==> src/rtl/rice_partition_sequencer.sv <==
// Rice partition sequencer: walks the partitions of one block, fetches each Rice
// parameter and turns residuals into registered writer commands (param, sample, flush).
module rice_partition_sequencer #(
  parameter int unsigned MAX_PORDER = 8
) (
  input  logic               iClock,
  input  logic               iReset_n,
  input  logic               iStart,
  input  logic [15:0]        iBlockSize,
  input  logic [3:0]         iPartitionOrder,
  input  logic [5:0]         iWarmup,
  input  logic               iParamValid,
  input  logic [3:0]         iRiceParam,
  output logic               oParamReady,
  input  logic               iResidualValid,
  input  logic signed [15:0] iResidual,
  output logic               oResidualReady,
  output logic               oEnable,
  output logic               oChangeParam,
  output logic               oFlush,
  output logic [15:0]        oTotal,
  output logic [15:0]        oUpper,
  output logic [15:0]        oLower,
  output logic [3:0]         oRiceParam,
  output logic               oBusy,
  output logic               oDone,
  output logic               oError
);

  localparam logic [2:0] StIdle     = 3'd0;
  localparam logic [2:0] StGetParam = 3'd1;
  localparam logic [2:0] StEmit     = 3'd2;
  localparam logic [2:0] StData     = 3'd3;
  localparam logic [2:0] StDrain    = 3'd4;
  localparam logic [2:0] StFlush    = 3'd5;
  localparam logic [2:0] StDone     = 3'd6;

  logic [2:0]  state_q, state_d;
  logic [3:0]  porder_q, porder_d;
  logic [15:0] len_q, len_d;
  logic [15:0] part_q, part_d;
  logic [15:0] remaining_q, remaining_d;
  logic [3:0]  k_q, k_d;

  logic        enable_q, enable_d;
  logic        change_q, change_d;
  logic        flush_q, flush_d;
  logic [15:0] total_q, total_d;
  logic [15:0] upper_q, upper_d;
  logic [15:0] lower_q, lower_d;
  logic [3:0]  rice_q, rice_d;
  logic        error_q, error_d;

  logic [15:0] start_len;
  logic [15:0] part_max;
  logic        sample_fire;
  logic [15:0] zz;
  logic [15:0] zz_upper;
  logic [15:0] zz_lower;
  logic [16:0] zz_total;

  assign start_len   = iBlockSize >> iPartitionOrder;
  assign part_max    = (16'd1 << porder_q) - 16'd1;
  assign sample_fire = (state_q == StData) && iResidualValid && (remaining_q != 16'd0);

  // Zigzag fold then split into unary quotient and binary remainder with a leading 1.
  assign zz       = {iResidual[14:0], 1'b0} ^ {16{iResidual[15]}};
  assign zz_upper = zz >> k_q;
  assign zz_lower = (16'd1 << k_q) | (zz & ((16'd1 << k_q) - 16'd1));
  assign zz_total = {1'b0, zz_upper} + 17'(k_q) + 17'd1;

  always_comb begin
    state_d     = state_q;
    porder_d    = porder_q;
    len_d       = len_q;
    part_d      = part_q;
    remaining_d = remaining_q;
    k_d         = k_q;
    enable_d    = 1'b0;
    change_d    = 1'b0;
    flush_d     = 1'b0;
    total_d     = total_q;
    upper_d     = upper_q;
    lower_d     = lower_q;
    rice_d      = rice_q;
    error_d     = error_q;

    case (state_q)
      StIdle: begin
        if (iStart) begin
          error_d     = 1'b0;
          porder_d    = iPartitionOrder;
          len_d       = start_len;
          part_d      = 16'd0;
          remaining_d = start_len - 16'(iWarmup);
          if ((32'(iPartitionOrder) > MAX_PORDER) || (start_len == 16'd0) ||
              (16'(iWarmup) > start_len)) begin
            error_d = 1'b1;
            state_d = StDone;
          end else begin
            state_d = StGetParam;
          end
        end
      end
      StGetParam: begin
        if (iParamValid) begin
          k_d      = iRiceParam;
          enable_d = 1'b1;
          if (iRiceParam == 4'd15) begin
            error_d = 1'b1;
            flush_d = 1'b1;
            state_d = StFlush;
          end else begin
            change_d = 1'b1;
            rice_d   = iRiceParam;
            state_d  = StEmit;
          end
        end
      end
      StEmit: begin
        if (remaining_q != 16'd0) begin
          state_d = StData;
        end else if (part_q != part_max) begin
          part_d      = part_q + 16'd1;
          remaining_d = len_q;
          state_d     = StGetParam;
        end else begin
          state_d = StDrain;
        end
      end
      StData: begin
        if (sample_fire) begin
          remaining_d = remaining_q - 16'd1;
          // An unrepresentable code length drops the command but the sample still counts.
          if (zz_total[16]) begin
            error_d = 1'b1;
          end else begin
            enable_d = 1'b1;
            total_d  = zz_total[15:0];
            upper_d  = zz_upper;
            lower_d  = zz_lower;
          end
          if (remaining_q == 16'd1) begin
            if (part_q != part_max) begin
              part_d      = part_q + 16'd1;
              remaining_d = len_q;
              state_d     = StGetParam;
            end else begin
              state_d = StDrain;
            end
          end
        end
      end
      StDrain: begin
        enable_d = 1'b1;
        flush_d  = 1'b1;
        state_d  = StFlush;
      end
      StFlush: state_d = StDone;
      StDone:  state_d = StIdle;
      default: state_d = StIdle;
    endcase
  end

  always_ff @(posedge iClock or negedge iReset_n) begin
    if (!iReset_n) begin
      state_q     <= StIdle;
      porder_q    <= 4'd0;
      len_q       <= 16'd0;
      part_q      <= 16'd0;
      remaining_q <= 16'd0;
      k_q         <= 4'd0;
      enable_q    <= 1'b0;
      change_q    <= 1'b0;
      flush_q     <= 1'b0;
      total_q     <= 16'd0;
      upper_q     <= 16'd0;
      lower_q     <= 16'd0;
      rice_q      <= 4'd0;
      error_q     <= 1'b0;
    end else begin
      state_q     <= state_d;
      porder_q    <= porder_d;
      len_q       <= len_d;
      part_q      <= part_d;
      remaining_q <= remaining_d;
      k_q         <= k_d;
      enable_q    <= enable_d;
      change_q    <= change_d;
      flush_q     <= flush_d;
      total_q     <= total_d;
      upper_q     <= upper_d;
      lower_q     <= lower_d;
      rice_q      <= rice_d;
      error_q     <= error_d;
    end
  end

  assign oParamReady    = (state_q == StGetParam);
  assign oResidualReady = (state_q == StData) && (remaining_q != 16'd0);
  assign oEnable        = enable_q;
  assign oChangeParam   = change_q;
  assign oFlush         = flush_q;
  assign oTotal         = total_q;
  assign oUpper         = upper_q;
  assign oLower         = lower_q;
  assign oRiceParam     = rice_q;
  assign oBusy          = (state_q != StIdle);
  assign oDone          = (state_q == StDone);
  assign oError         = error_q;

endmodule

==> config.mk <==
export PLATFORM = sky130hd
export DESIGN_NAME = rice_partition_sequencer
export DESIGN_NICKNAME = d
export VERILOG_FILES = /design/src/rtl/rice_partition_sequencer.sv
export SDC_FILE = /design/constraint.sdc
export NUM_CORES = 1
export LEC_CHECK = 0
export ABC_CLOCK_PERIOD_IN_PS = 3650
export BUFFER_PORTS_ARGS = -buffer_cell sky130_fd_sc_hd__buf_2
export CAP_MARGIN = 40
export CORE_UTILIZATION = 35
export DETAILED_ROUTE_END_ITERATION = 10
export REMOVE_ABC_BUFFERS = 1
export SYNTH_ARGS = -nofsm -noshare
export SYNTH_HDL_FRONTEND = slang
export SYNTH_SLANG_ARGS = --single-unit
==> constraint.sdc <==
create_clock -name iClock -period 3.65 [get_ports iClock]
set_input_delay 0.365 -clock iClock [delete_from_list [all_inputs] [get_ports iClock]]
set_output_delay 0.365 -clock iClock [all_outputs]
set_load 0.01 [all_outputs]
== After elaboration in Yosys (flattened, before gate mapping) ==
Cells that the tools add are included.

* Register bits after elaboration: 115
* Bits of input ports: 51
* Output and inout port bits: 60
* Word-level logic and storage cells: 107

* $add $sub $neg: 7
* $lt $le $gt $ge: 2
* Equal/unequal tests: 17
* Shift operators: 4
* Muxes and demuxes: 39
* Bitwise logic cells: 5
* Reduce and logical (&&, ||, !) cells: 19

{| class="wikitable"
|+ Operator list
! cell !! number
|-
| 16-bit 2-to-1 mux || 11
|-
| 16-bit case mux with 3 select lines || 2
|-
| 16-bit by 1-bit subtractor with 16-bit output (second input constant) || 3
|-
| 1-bit by 4-bit left shift with 16-bit output (first input constant) || 2
|-
| 16-bit by 4-bit >> shifter with 16-bit output || 2
|-
| 3-bit 2-to-1 mux || 8
|-
| 3-bit case mux with 6 select lines || 1
|-
| 16-bit by 4-bit adder with 17-bit output || 1
|-
| 17-bit by 1-bit adder with 17-bit output (second input constant) || 1
|-
| 16-bit by 1-bit adder with 16-bit output (second input constant) || 1
|-
| 16-bit AND || 1
|-
| 16-bit by 1-bit equality test with 1-bit output (second input constant) || 1
|-
| 6-bit by 16-bit > comparator with 1-bit output || 1
|-
| 16-bit logical NOT || 1
|-
| 16-bit inequality test || 1
|-
| 16-bit OR || 1
|-
| 16-bit nonzero test || 1
|-
| 16-bit by 6-bit subtractor with 16-bit output || 1
|-
| 16-bit bitwise XOR || 1
|-
| 1-bit 2-to-1 mux || 14
|-
| 2-bit inequality test (second input constant) || 6
|-
| 5-bit AND reduction || 2
|-
| 3-bit equality test (second input constant) || 3
|-
| 3-bit nonzero test || 3
|-
| 15 further kinds || 24
|}

== Depth between registers and ports, before layout ==
* Depth in word-level cells: 7
* Depth in mapped cells: 21
* Gate-level depth less buffers: 17

== Least setup slack after synthesis ==
Ideal clock, no wire load.

* Path kind: input port to flip-flop
* Start: in iPartitionOrder[0]
* End: reg remaining_q[13]
* Library setup time: 0.136 ns
* Arrival time: 4.053 ns
* Data required time: 3.514 ns
* Setup slack: -0.539 ns
* Stages on the path: 15
* Path buffers: 2
* Path through: clkbuf_1 -> clkbuf_1 -> mux2_2 -> a221oi_1 -> mux2i_1 -> ha_1 -> o21a_1 -> o31a_1 -> o311a_1 -> nor2_1 -> nand2_1 -> nor2_1 -> a311oi_1 -> a2111oi_0 -> o21ai_0

* Cells in the longest elaborated chain, start to end: 4

{| class="wikitable"
|+ RTL lines
! what !! RTL line !! text
|-
| start: declaration || 10 || <nowiki>input logic [3:0] iPartitionOrder,</nowiki>
|-
| 16-bit by 4-bit >> shifter with 16-bit output || 62 || <nowiki>assign start_len = iBlockSize >> iPartitionOrder;</nowiki>
|-
| net start_len[3] || 54 || <nowiki>logic [15:0] start_len;</nowiki>
|-
| 16-bit by 6-bit subtractor with 16-bit output || 95 || <nowiki>remaining_d = start_len - 16'(iWarmup);</nowiki>
|-
| 16-bit 2-to-1 mux || 90 || <nowiki>if (iStart) begin</nowiki>
|-
| 16-bit case mux with 3 select lines || 88 || <nowiki>case (state_q)</nowiki>
|-
| end signal: assignment || 186 || <nowiki>remaining_q <= remaining_d;</nowiki>
|-
| end: declaration || 42 || <nowiki>logic [15:0] remaining_q, remaining_d;</nowiki>
|}

The timed path passes the listed nets, and every way through them passes these cells. The select of a mux whose other input is x is not followed.
A chain may end at the register's enable or synchronous reset.

== Final worst setup path ==
* Start: reg k_q[0]
* End: reg upper_q[0] (netlist: oUpper[0])

* Cells in the longest elaborated chain, start to end: 5

{| class="wikitable"
|+ RTL lines
! what !! RTL line !! text
|-
| start: declaration || 43 || <nowiki>logic [3:0] k_q, k_d;</nowiki>
|-
| start signal: assignment || 187 || <nowiki>k_q <= k_d;</nowiki>
|-
| 16-bit by 4-bit >> shifter with 16-bit output || 68 || <nowiki>assign zz_upper = zz >> k_q;</nowiki>
|-
| 16-bit by 4-bit adder with 17-bit output || 70 || <nowiki>assign zz_total = {1'b0, zz_upper} + 17'(k_q) + 17'd1;</nowiki>
|-
| 17-bit by 1-bit adder with 17-bit output || 70 ||
|-
| 1-bit NOT (no line) || n/a ||
|-
| 3-bit AND reduction (no line) || n/a ||
|-
| end signal: assignment || 192 || <nowiki>upper_q <= upper_d;</nowiki>
|-
| end: declaration || 49 || <nowiki>logic [15:0] upper_q, upper_d;</nowiki>
|}

Parallel ways exist; a longest one is shown, timed or not.

==> results.cfg <==
[setup_path]
cpPeakStageDelay_ns = 0.58
endpoint_kind = flip-flop
critPathSlowestCell = or4_4
cp_max_fo = 6
cp.required_ns = 3.99
critPathTopFamily = simple AND/OR/NAND/NOR gates
worstSetupPathType = reg2reg
rr_endpoint = oUpper[0]
setup.worst_path.start_class = flip-flop
cp_cell_sequence = buf_12, buf_8, mux4_2, buf_4, buf_4, mux2i_4, xnor2_1, a21oi_2, or4_4, or4_4, o21bai_4, buf_12, clkbuf_16, clkbuf_16, nand2_1, o21ai_0
reg2reg_slack_ns = -0.20
crit_start = k_q[0]
cp_num_cells = 16
critPathBufInv = 7
crit_arrival_ns = 4.19
rr_startpoint = k_q[0]
endpoint = oUpper[0]
reg2reg_depth = 16

[die]
coreArea_um2 = 24200
start_util_pct = 35.6
num_rows = 57
die_area_um2 = 25300
io_pins = 111
die_h_um = 159
die_w_um = 159

[timing]
timing.final.crit_share_pct = 105
drv_slew = 0
slew_headroom_pct = 47.5
finalCriticalPeriod_ns = 3.85
worst_pin_slew_ns = 0.783
worst_slack_ns = -0.197
rsz0062_at_grt = true
hold_viol = 0
finalSetupViolCount = 49
fmax_mhz = 260
final.setup_skew_ns = 0.00988
setup_tns_ns = -7.19

[clocking]
htree_levels = 4
cts-root-buf = clkbuf_16
clock_latency_ns = 0.43
path_clk_slew_ns = 0.06
numCtsBuffers = 17
cts_sinks = 115
clockBufferDepth = 2
cts_tree = yes

[hold_path]
worstHoldPathType = in2reg
min-delay-start = iRiceParam[3]

[synth]
ys_warn_count = 0
synth-edff-count = 0
synth.top_cells.by_area = dfrtp_1 33%, nand2_1 5.7%, mux4_2 5.5%
avgSynthCellArea_um2 = 8.64
yosysSeqAreaShare_pct = 33.3
synth_top_area_share_pct = 33.3
dominantRegCellSynth = dfrtp_1
synth_cell_types = 80
syn_area_um2 = 8640
synthCells = 1000
synth_seq_cells = 115
yosysTopAreaCell = dfrtp_1
synthArstFlopShare_pct = 100

[cells_and_area]
drive_above_1_share_pct = 37.5
final_cell_area_um2 = 12000
finalNonFillerCells = 1577
mostFrequentLayoutCells = 153 x buf_4, 114 x dfrtp_1, 108 x buf_2, 105 x nand2_1, 83 x nor2_1
nets = 1308
final_common_cell = buf_4
antenna_cells_inserted = 0
syn2layout_area_growth_pct = 38.8

[route]
wl_per_cell_um = 17.8
dr.pass1.iters = 5
num_vias = 8731
vias_per_cell = 5.54
antenna_left = 0
drt_wl_total_um = 28000
dr.first_iter.drc_count = 575
drc = 0

[power_and_ir_drop]
leakagePower_nw = 5.38
peakVddDrop_mv = 0.446
power_mw = 10.6
pwr_density_cell_nw_per_um2 = 887

[grt]
grt_pass1_wl_um = 44300
grtUsageTotal_pct = 21.6
grt_pass1_vias = 8465
antenna_found_initial = 0
grt_max_degree = 67
gr-total-overflow = 0

[status]
run_status = finished with violations
violations = negative setup slack

[placed_design]
place_inst = 1513
gp_congestion = 0.914
place.port_buffers = 110
hpwlAfterDp_um = 19600
place_area_um2 = 10500

[flow_run]
drv_cap = 0
-- state kept, by name, summed over array words and instances (netlist names), 3 cells and up --
signal and cells:
oLower 16, oUpper 16, state_q 3, oTotal 16
part_q 16, k_q 4, porder_q 4, len_q 16
oRiceParam 4, remaining_q 16
-- kinds of logic after synthesis --
group | after synthesis | share of synthesized area, %
adder cells (fa/ha/maj) | 16 | 2.49
multiplexers | 78 | 12.8
XOR/XNOR | 68 | 6.90
AND/OR/NAND/NOR | 368 | 20.4
AO/OA/AOI/OAI | 261 | 19.3
flip-flops | 115 | 33.3
buffers and inverters | 94 | 4.72
-- area by class of cell --
type	count	area [um2]
clock buffer	21	460
fill	2240	12300
clock inverter	10	133
tap	324	405
inverter	27	101
sequential	115	2880
multi-input combinational	791	5790
timing repair buffer	289	2220
-- Yosys cell counts, drive strengths merged, types with 6 or more instances --
master,number
nor4,6
inv,25
buf,19
nand2b,13
mux2,28
a22oi,6
a211oi,12
o31ai,10
nor2,86
ha,14
or2,7
xor2,35
a31oi,10
nor3,28
clkbuf,48
nand3,24
and3,12
xnor2,33
a21oi,55
mux2i,28
nand2,131
o211ai,10
nor2b,13
o22ai,6
or4,6
o21ai,85
dfrtp,115
or3,15
mux4,22
-- power by group --
| part | switching [mW] | internal [mW] |
|---|---|---|
| combinational | 3.48 | 3.15 |
| sequential | 0.505 | 1.79 |
| clock | 0.617 | 1.10 |
-- worst min path at each step --
stage	to	depth (start not counted)
5_1_grt	oRiceParam[3]	2
2_1_floorplan	k_q[0]	0
4_1_cts	oRiceParam[3]	2
3_3_place_gp	oLower[6]	1
6_report	oRiceParam[3]	2
3_5_place_dp	oLower[6]	1
-- worst register-to-register path: stages (launching register included) --
cell	delay, ns
dfrtp_1	0.37
buf_12	0.13
buf_8	0.12
mux4_2	0.52
buf_4	0.16
buf_4	0.13
mux2i_4	0.15
xnor2_1	0.17
a21oi_2	0.11
or4_4	0.52
or4_4	0.58
o21bai_4	0.20
buf_12	0.15
clkbuf_16	0.17
clkbuf_16	0.15
nand2_1	0.05
o21ai_0	0.07
-- routing by layer --
layer  global-route usage [%]  vias to the layer above  part of all wire, %
li1                         -                     4116                    -
met1                     28.4                     4284                   44
met2                     36.2                      284                   49
met3                     3.72                       47                  4.9
met4                     6.64                        0                  2.2
met5                        0                        -                    0
-- stage by stage --
| stage | hold WS [ns] | util (%) | worst slack (ns) |
|---|---|---|---|
| floorplan | 0.0694 | - | -1.43 |
| global placement | 0.443 | 43.1 | -0.169 |
| detailed placement | 0.440 | 43.2 | -0.191 |
| CTS | 0.199 | 47.2 | -0.0574 |
| global route | 0.218 | 49.4 | -0.330 |
| finish | 0.205 | 49.4 | -0.197 |
-- what timing repair did --
item | 4_1_cts | 5_1_grt
cloned | 3 | 6
buffers inserted | 19 | 8
setup endpoints to repair | 49 | 75
hold buffers | 1 | 0
hold endpoints to repair | 4 | 0
resized for setup | 38 | 132
pin swaps | 2 | 39
Note: power is estimated with default switching activity, not from simulation.
